--- config.mk ---
export PLATFORM = sky130hd
export DESIGN_NAME = dm_sba_bridge
export DESIGN_NICKNAME = d
export VERILOG_FILES = /design/src/rtl/dm_sba_bridge.sv
export SDC_FILE = /design/constraint.sdc
export NUM_CORES = 1
export LEC_CHECK = 0
export ABC_AREA = 1
export BUFFER_PORTS_ARGS = -buffer_cell sky130_fd_sc_hd__buf_2
export CAP_MARGIN = 15
export CELL_PAD_IN_SITES_DETAIL_PLACEMENT = 0
export CELL_PAD_IN_SITES_GLOBAL_PLACEMENT = 2
export CORE_MARGIN = 2
export CORE_UTILIZATION = 24
export CTS_CLUSTER_SIZE = 24
export DETAILED_ROUTE_END_ITERATION = 7
export GPL_TIMING_DRIVEN = 0
export PLACE_DENSITY = 0.78
export SLEW_MARGIN = 20
export SYNTH_ARGS = -nofsm -noshare
export SYNTH_HDL_FRONTEND = slang
export SYNTH_SLANG_ARGS = --single-unit
--- constraint.sdc ---
create_clock -name clk_i -period 1.89 [get_ports clk_i]
set_input_delay 0.189 -clock clk_i [delete_from_list [all_inputs] [get_ports clk_i]]
set_output_delay 0.189 -clock clk_i [all_outputs]
set_load 0.01 [all_outputs]
--- src/rtl/dm_sba_bridge.sv ---
// dm_sba_bridge: carries one SBA access at a time onto a req/gnt + r_valid system
// bus. A per-transaction watchdog turns a stuck access into an error response.
// A response that arrives after its transaction timed out is discarded.
module dm_sba_bridge #(
  parameter int unsigned BusWidth      = 32,
  parameter int unsigned TimeoutCycles = 256
) (
  input  logic                  clk_i,
  input  logic                  rst_i,
  input  logic                  dmactive_i,
  input  logic                  slv_req_i,
  input  logic [BusWidth-1:0]   slv_add_i,
  input  logic                  slv_we_i,
  input  logic [BusWidth-1:0]   slv_wdata_i,
  input  logic [BusWidth/8-1:0] slv_be_i,
  output logic                  slv_gnt_o,
  output logic                  slv_r_valid_o,
  output logic [BusWidth-1:0]   slv_r_rdata_o,
  output logic                  slv_err_o,
  output logic                  mst_req_o,
  output logic [BusWidth-1:0]   mst_add_o,
  output logic                  mst_we_o,
  output logic [BusWidth-1:0]   mst_wdata_o,
  output logic [BusWidth/8-1:0] mst_be_o,
  input  logic                  mst_gnt_i,
  input  logic                  mst_r_valid_i,
  input  logic [BusWidth-1:0]   mst_r_rdata_i,
  input  logic                  mst_r_err_i,
  output logic                  timeout_o
);

  if (BusWidth != 32 && BusWidth != 64) begin : g_bad_bus_width
    $error("dm_sba_bridge: BusWidth must be 32 or 64");
  end

  // The counter saturates at TimeoutCycles-1, which is the firing value, so it
  // stays at the firing value once reached. With the timeout disabled it simply
  // saturates at its maximum and is never compared.
  localparam int unsigned CntWidth = (TimeoutCycles < 2) ? 1 : $clog2(TimeoutCycles);
  localparam int unsigned SatVal   = (TimeoutCycles == 0) ? ((1 << CntWidth) - 1)
                                                          : (TimeoutCycles - 1);
  localparam logic [CntWidth-1:0] CntSat = CntWidth'(SatVal);

  typedef enum logic [1:0] {
    StIdle,
    StReq,
    StWait,
    StResp
  } state_e;

  state_e                state_q, state_d;
  logic                  stale_q, stale_d;
  logic [CntWidth-1:0]   cnt_q, cnt_d;

  logic [BusWidth-1:0]   add_q;
  logic                  we_q;
  logic [BusWidth-1:0]   wdata_q;
  logic [BusWidth/8-1:0] be_q;
  logic [BusWidth-1:0]   rdata_q;
  logic                  err_q;
  logic                  timeout_q;

  logic                  capture;
  logic                  resp_load;
  logic [BusWidth-1:0]   resp_rdata;
  logic                  resp_err;
  logic                  tmo_fire;
  logic                  tmo_hit;
  logic [CntWidth-1:0]   cnt_inc;

  assign tmo_hit = (TimeoutCycles != 0) && (cnt_q == CntSat);
  assign cnt_inc = (cnt_q == CntSat) ? cnt_q : cnt_q + CntWidth'(1);

  // Next-state, watchdog and stale-flag decisions for the transaction FSM.
  always_comb begin
    // NOTE: every signal written here gets a default first, so no path leaves
    // one unassigned and no latch is inferred.
    state_d    = state_q;
    stale_d    = stale_q;
    cnt_d      = cnt_q;
    slv_gnt_o  = 1'b0;
    capture    = 1'b0;
    resp_load  = 1'b0;
    resp_rdata = '0;
    resp_err   = 1'b0;
    tmo_fire   = 1'b0;

    // A late response from a timed-out access is swallowed whatever the state.
    if (stale_q && mst_r_valid_i) begin
      stale_d = 1'b0;
    end

    unique case (state_q)
      StIdle: begin
        slv_gnt_o = slv_req_i & dmactive_i & ~stale_q;
        if (slv_gnt_o) begin
          capture = 1'b1;
          cnt_d   = '0;
          state_d = StReq;
        end
      end
      StReq: begin
        cnt_d = cnt_inc;
        if (mst_gnt_i) begin
          state_d = StWait;
        end else if (tmo_hit) begin
          // Nothing is outstanding on the bus yet, so no late response can follow.
          state_d   = StResp;
          resp_load = 1'b1;
          resp_err  = 1'b1;
          tmo_fire  = 1'b1;
        end
      end
      StWait: begin
        cnt_d = cnt_inc;
        if (mst_r_valid_i) begin
          state_d    = StResp;
          resp_load  = 1'b1;
          resp_rdata = we_q ? '0 : mst_r_rdata_i;
          resp_err   = mst_r_err_i;
        end else if (tmo_hit) begin
          // The bus still owes a response; mark it so it is discarded later.
          state_d   = StResp;
          resp_load = 1'b1;
          resp_err  = 1'b1;
          tmo_fire  = 1'b1;
          stale_d   = 1'b1;
        end
      end
      StResp: begin
        state_d = StIdle;
      end
      default: begin
        state_d = StIdle;
      end
    endcase
  end

  // Control state: FSM state, stale flag and watchdog counter.
  always_ff @(posedge clk_i) begin
    // NOTE: sequential state uses non-blocking assignments so every register
    // samples its pre-edge inputs regardless of statement order.
    if (rst_i) begin
      state_q <= StIdle;
      stale_q <= 1'b0;
      cnt_q   <= '0;
    end else begin
      state_q <= state_d;
      stale_q <= stale_d;
      cnt_q   <= cnt_d;
    end
  end

  // Captured request fields, response registers and the timeout pulse.
  always_ff @(posedge clk_i) begin
    // NOTE: the payload registers are reset as well, so the bus outputs are
    // defined zeros after reset rather than X.
    if (rst_i) begin
      add_q     <= '0;
      we_q      <= 1'b0;
      wdata_q   <= '0;
      be_q      <= '0;
      rdata_q   <= '0;
      err_q     <= 1'b0;
      timeout_q <= 1'b0;
    end else begin
      timeout_q <= tmo_fire;
      if (capture) begin
        add_q   <= slv_add_i;
        we_q    <= slv_we_i;
        wdata_q <= slv_wdata_i;
        be_q    <= slv_be_i;
      end
      if (resp_load) begin
        rdata_q <= resp_rdata;
        err_q   <= resp_err;
      end
    end
  end

  assign slv_r_valid_o = (state_q == StResp);
  assign slv_r_rdata_o = rdata_q;
  assign slv_err_o     = err_q;
  assign mst_req_o     = (state_q == StReq);
  assign mst_add_o     = add_q;
  assign mst_we_o      = we_q;
  assign mst_wdata_o   = wdata_q;
  assign mst_be_o      = be_q;
  assign timeout_o     = timeout_q;

endmodule

Word level (Yosys, flattened, before mapping)
Cells that the tools add are included.

Word-level logic and storage cells: 51. Register bits after elaboration: 114. Output and inout bits: 106. Bits of input ports: 108.

Bitwise gates (word level): 3. Reductions and logical operators: 5. Equality and inequality tests: 6. $add $sub $neg: 1. Muxes and demuxes: 26.

Operator list (count): two-way mux 32 bit (3); two-way mux 8 bit (2); case mux 8 bit (2 select lines) (1); two-way mux 1 bit (12); adder 8 x 1 -> 8 bit, second input constant (1); == test 8 bit, second input constant (1); two-way mux 2 bit (4); case mux 2 bit (4 select lines) (1); case mux 1 bit (2 select lines) (3); == test 2 bit, second input constant (2); != test 2 bit, second input constant (2); AND reduction 3 bit (1); AND 1 bit (2); == test 2 x 1 -> 1 bit, second input constant (1); logical NOT 2 bit (1); nonzero test 2 bit (1); OR reduction 2 bit (1); logical AND 1 bit (1); NOT 1 bit (1).

Depth between registers and ports, before layout
Depth in word-level cells: 5. Gate-level depth with buffers: 12. Depth with buffers taken out: 10.

Worst setup path before layout
Ideal clock, no wire load.

Path kind: reg2reg. Start point: reg state_q[1]. End point: reg cnt_q[7]. Setup time: 0.064 ns. Arrival time: 1.588 ns. Slack: 0.238 ns. Period minus slack after synthesis: 1.652 ns. Data required time: 1.826 ns. Stages on the path, launching flop included: 10. Path buffers: 2. Path through: dfxtp_1 > inv_1 > ha_1 > buf_2 > nor2_1 > a21oi_2 > nand2_1 > buf_4 > o21a_1 > nor2_1.

Cells in the longest elaborated chain, start to end: 4. Elaborated cells between the ends (all ways): 9. Classes of those cells: eq/ne: 4; mux: 1; reduce/logical: 4.

Ends and longest elaborated chain: start, declared (RTL line 51) `state_e state_q, state_d;`; start signal, assigned (RTL line 144) `state_q <= StIdle;`; start signal, assigned (RTL line 148) `state_q <= state_d;`; == test 2 x 1 -> 1 bit / == test 2 bit (equally long branches) (RTL line 93) `unique case (state_q)`; OR reduction 2 bit (no source line); != test 2 bit (no source line) / nonzero test 2 bit (equally long branches); AND reduction 3 bit (no source line); end signal, assigned (RTL line 150) `cnt_q <= cnt_d;`; end, declared (RTL line 53) `logic [CntWidth-1:0] cnt_q, cnt_d;`.

Several ways; a longest one is shown, not always the timed one. A chain may end at the register's enable or synchronous reset.

Worst setup path in the final report
Start point: reg state_q[1]. End point: out slv_gnt_o.

Cells in the longest elaborated chain, start to end: 2.

Ends and longest elaborated chain: logical NOT 2 bit (RTL line 93); two-way mux 1 bit (RTL line 93); end, declared (RTL line 16) `output logic slv_gnt_o,`.

Every way passes these cells.

==> results list <==
* Yosys warnings: 0
- Final design utilization: between 30% and 40%
- The first routing iteration left between 200 and 250 violations.
- Total via count after detailed routing: 5087
- Wire length of the first global-routing pass: around 25 mm
- The core region is about 0.019 mm2.
* Multi-input logic area: between 0.002 and 0.0025 mm2
- Library cell used as clock root buffer: clkbuf_16
* Worst hold-check path type: in -> reg
- Count of unique library cells instantiated by Yosys: 27
* Detailed Route WL: roughly 16 mm
- The worst pin sits at a relative slew slack of between 60% and 70%.
- Final critical-path setup slack: 0.126 ns
- The final critical path takes up between 90 and 100% of the cycle.
- Entering global routing, the biggest net connects 17 pins.
* Total overflow reported by the global router: 0
- Registers take between 0.002 and 0.0025 mm2.
- For this run, the number of standard cells in the final layout without fillers is ~1200.
* CTS Sinks: about 110
- Nets@finish: about 1000
- In this run the static leakage power is between 3 and 4 nW.
* Number of nets produced by synthesis: between 700 and 800
* Remaining routing DRC violations: 0
* Max Fanout on Critical Path: 10
- Number of vias per cell after detailed routing: ~4.2
* Fin crit period: 1.76 ns
* Die height: approximately 140 um
* Ratio of total power to cell area: 928 mW/mm2
- Width of the die: roughly 140 um
- For the pin with the worst max-slew slack, the measured transition is 0.488 ns.
* Share of cells above drive strength 1: between 30% and 40%
- Once the floorplan was initialized, standard cells occupied between 20% and 30% of the core.
- The clock tree synthesis step divided the H-tree into 4 levels.
- The setup path with the least slack is of type reg -> out.
- CTS tree: done
- The die covers about 0.020 mm2.
* I/O Pins: around 210
- 0 antenna diodes ended up in the layout.
- Final setup violation count: 0
* Synth Register Bits: about 110
* Delay of the slowest critical-path stage: about 0.36 ns
- Vias in the first global route: 4935
* HPWL after DPL: between 10 and 15 mm
- The tool flagged a number of max-cap violations equal to 0.
- Worst Hold Slack: 0.00890 ns
- Post-CTS clock slew at the launch and capture registers of the worst setup and hold paths: ~0.06 ns
* Sequential area share after synthesis: 49.1%
* Critical Path Sink Type: primary output
- Final-layout fill cell count: slightly above 2000
- Tracing the worst setup path back leads to its startpoint at state_q[1]$_SDFFE_PP0P_.
- Final worst clock skew: 0.0158 ns
* Relative area change from synthesis to final layout: 55.5%
* Total iterations of the first detailed-routing run: 4
* Worst slack, placed: -0.167 ns
* Type of origin of the critical path: register
* Outcome: finished, final reports clean
- Row generation in the floorplan step produced 50 rows.
- Once detail routing completed, the nets flagged for antenna violations numbered 0.
* Number of buffer cells added on primary ports: around 210
- STA puts the critical path data required time at approximately 1.7 ns.
- Synthesis produced approximately 650 cells.
* Mapped Area: 0.00465 mm2
- The number of placed instances, taps included, is 1117.
- Setup repair after global routing could not meet its margin everywhere.
- Reg2Reg Launch Point: state_q[1]$_SDFFE_PP0P_
- Average wire length per cell after detail routing: 13.4 um
* Max-slew violation count: 0
- Data arrives at the worst endpoint at between 1.5 and 2 ns.
- Final hold violation count: 0
- Skew-Pair Late Insertion Delay: about 0.42 ns
- Peak clock frequency supported by timing: roughly 570 MHz
- At the end of routability-driven placement, the weighted congestion stood at ~0.73.
- Cell Chain, Critical Path: inv_1 -> ha_2 -> inv_1 -> nor2_4 -> buf_4 -> buf_2
- Averaged over all synthesized cells, the footprint is 7.21 um2.
* Top cell by count, worst path: inv_1
- Global routing used between 15 and 20% of the available tracks across all layers.
- The startpoint identified for the worst hold timing path is slv_wdata_i[20].
* CTS Buffer Depth: 2
- VDD IR-drop max: between 0.5 and 0.6 mV
- In this run, CTS created clock tree buffers numbering 17.
* Cell with the biggest individual delay on the critical path: dfxtp_4
- Antenna violations before repair: 0
critical path: cells and delay by family (launching register included):
kind	cells	cell delay, ns
buf+inv	4	0.48
flops	1	0.36
fa+ha+maj	1	0.22
simple gates	1	0.10
registers in the layout (all words and copies together), names as in the netlist:
register / flops
cnt_q: 8
state_q: 2
mst_add_o: 32
timeout_o: 1
slv_r_rdata_o: 32
slv_err_o: 1
mst_we_o: 1
stale_q: 1
mst_wdata_o: 32
mst_be_o: 4
cell families after synthesis:
kind of cell / count (synthesis) / share of synthesized area (%)
DFF: 114 / 49.1
buffers and inverters: 67 / 6.57
AOI/OAI and AO/OA: 120 / 13.3
xor gates and xnor gates: 1 / 0.188
adders and majority gates: 6 / 1.62
and+or+nand+nor: 337 / 29.2
synthesized netlist by cell type:
cell | instances | area (um2)
buf_4 | 1 | 7.51
a211oi_1 | 1 | 7.51
nand3b_1 | 1 | 7.51
nand2_1 | 92 | 345
o21bai_1 | 2 | 15.0
nand3_1 | 46 | 230
clkbuf_1 | 24 | 90.1
dfxtp_1 | 114 | 2280
buf_2 | 10 | 50.1
nand2_2 | 3 | 18.8
nor2_4 | 1 | 11.3
inv_2 | 1 | 3.75
nor3_1 | 2 | 10.0
nor3_2 | 1 | 10.0
a21oi_2 | 1 | 8.76
inv_1 | 21 | 78.8
nor2_1 | 188 | 706
buf_1 | 5 | 18.8
o21ai_0 | 72 | 360
nor2_2 | 2 | 12.5
o21a_1 | 1 | 7.51
ha_1 | 6 | 75.1
o211a_1 | 1 | 10.0
a21oi_1 | 42 | 210
buf_6 | 5 | 56.3
xor2_1 | 1 | 8.76
nand4_1 | 1 | 6.26
through the flow:
| step | total power [mW] | area (um2) | TNS, ns |
|---|---|---|---|
| 2_1_floorplan | 3.11 | 4650 | 0 |
| 3_3_place_gp | 3.53 | 6030 | -8.09 |
| 3_5_place_dp | 3.52 | 6030 | -8.17 |
| 4_1_cts | 6.78 | 7190 | -0.0373 |
| 5_1_grt | 7.02 | 7230 | -0.0158 |
| 6_report | 6.71 | 7230 | 0 |
per-layer routing:
layer  up-vias  track usage [%]  part of all wire, %
li1       2649                -                    -
met1      2253             19.5                   44
met2       172             25.3                   45
met3        13             6.04                  9.0
met4         0             5.26                  1.3
met5         -                0                    0
power breakdown:
group,total [mW],internal [mW],switching (mW)
clock,3.12,1.85,1.27
sequential,2.62,2.55,0.0747
combinational,0.965,0.405,0.560
total,6.71,4.81,1.90
cells in the final DEF, fill, tap and decap left out, drive strengths merged:
cell         synthesis  routed
clkinv               0       1
dlygate4sd3          0      54
clkbuf              24      41
a211oi               1       1
nand2               95      95
nand3               46      46
o21ai               72      72
inv                 22      27
nand3b               1       1
o21a                 1       1
ha                   6       6
nor3                 3       3
o21bai               2       2
nand4                1       1
nor2               191     191
xor2                 1       1
o211a                1       1
bufinv               0       1
buf                 21     238
clkinvlp             0       6
dfxtp              114     114
a21oi               43      43
final timing paths:
| path | to | slack [ns] | cells past startpoint |
|---|---|---|---|
| max | slv_gnt_o | 0.13 | 6 |
| min | mst_wdata_o[20]$_SDFFE_PP0P_ | 0.009 | 3 |
| max reg2reg | slv_r_rdata_o[18]$_SDFFE_PP0P_ | 0.17 | 10 |
| min reg2reg | slv_r_rdata_o[22]$_SDFFE_PP0P_ | 0.48 | 2 |
layout make-up:
type	instances	share of cell area, %
Buffer	45	3.45
Clock buffer	18	6.08
Clock inverter	13	1.77
Inverter	22	1.14
Multi-Input combinational cell	464	28.8
Sequential cell	114	31.7
Tap cell	260	4.50
Timing Repair Buffer	270	22.6
timing repair:
action	in CTS	in global routing
hold endpoints to repair	54	0
setup buffers	3	1
hold buffers	54	0
gates resized for setup	13	22
pin swaps	1	0
endpoints found under the setup margin	90	97
(Power assumes the default switching activity.)
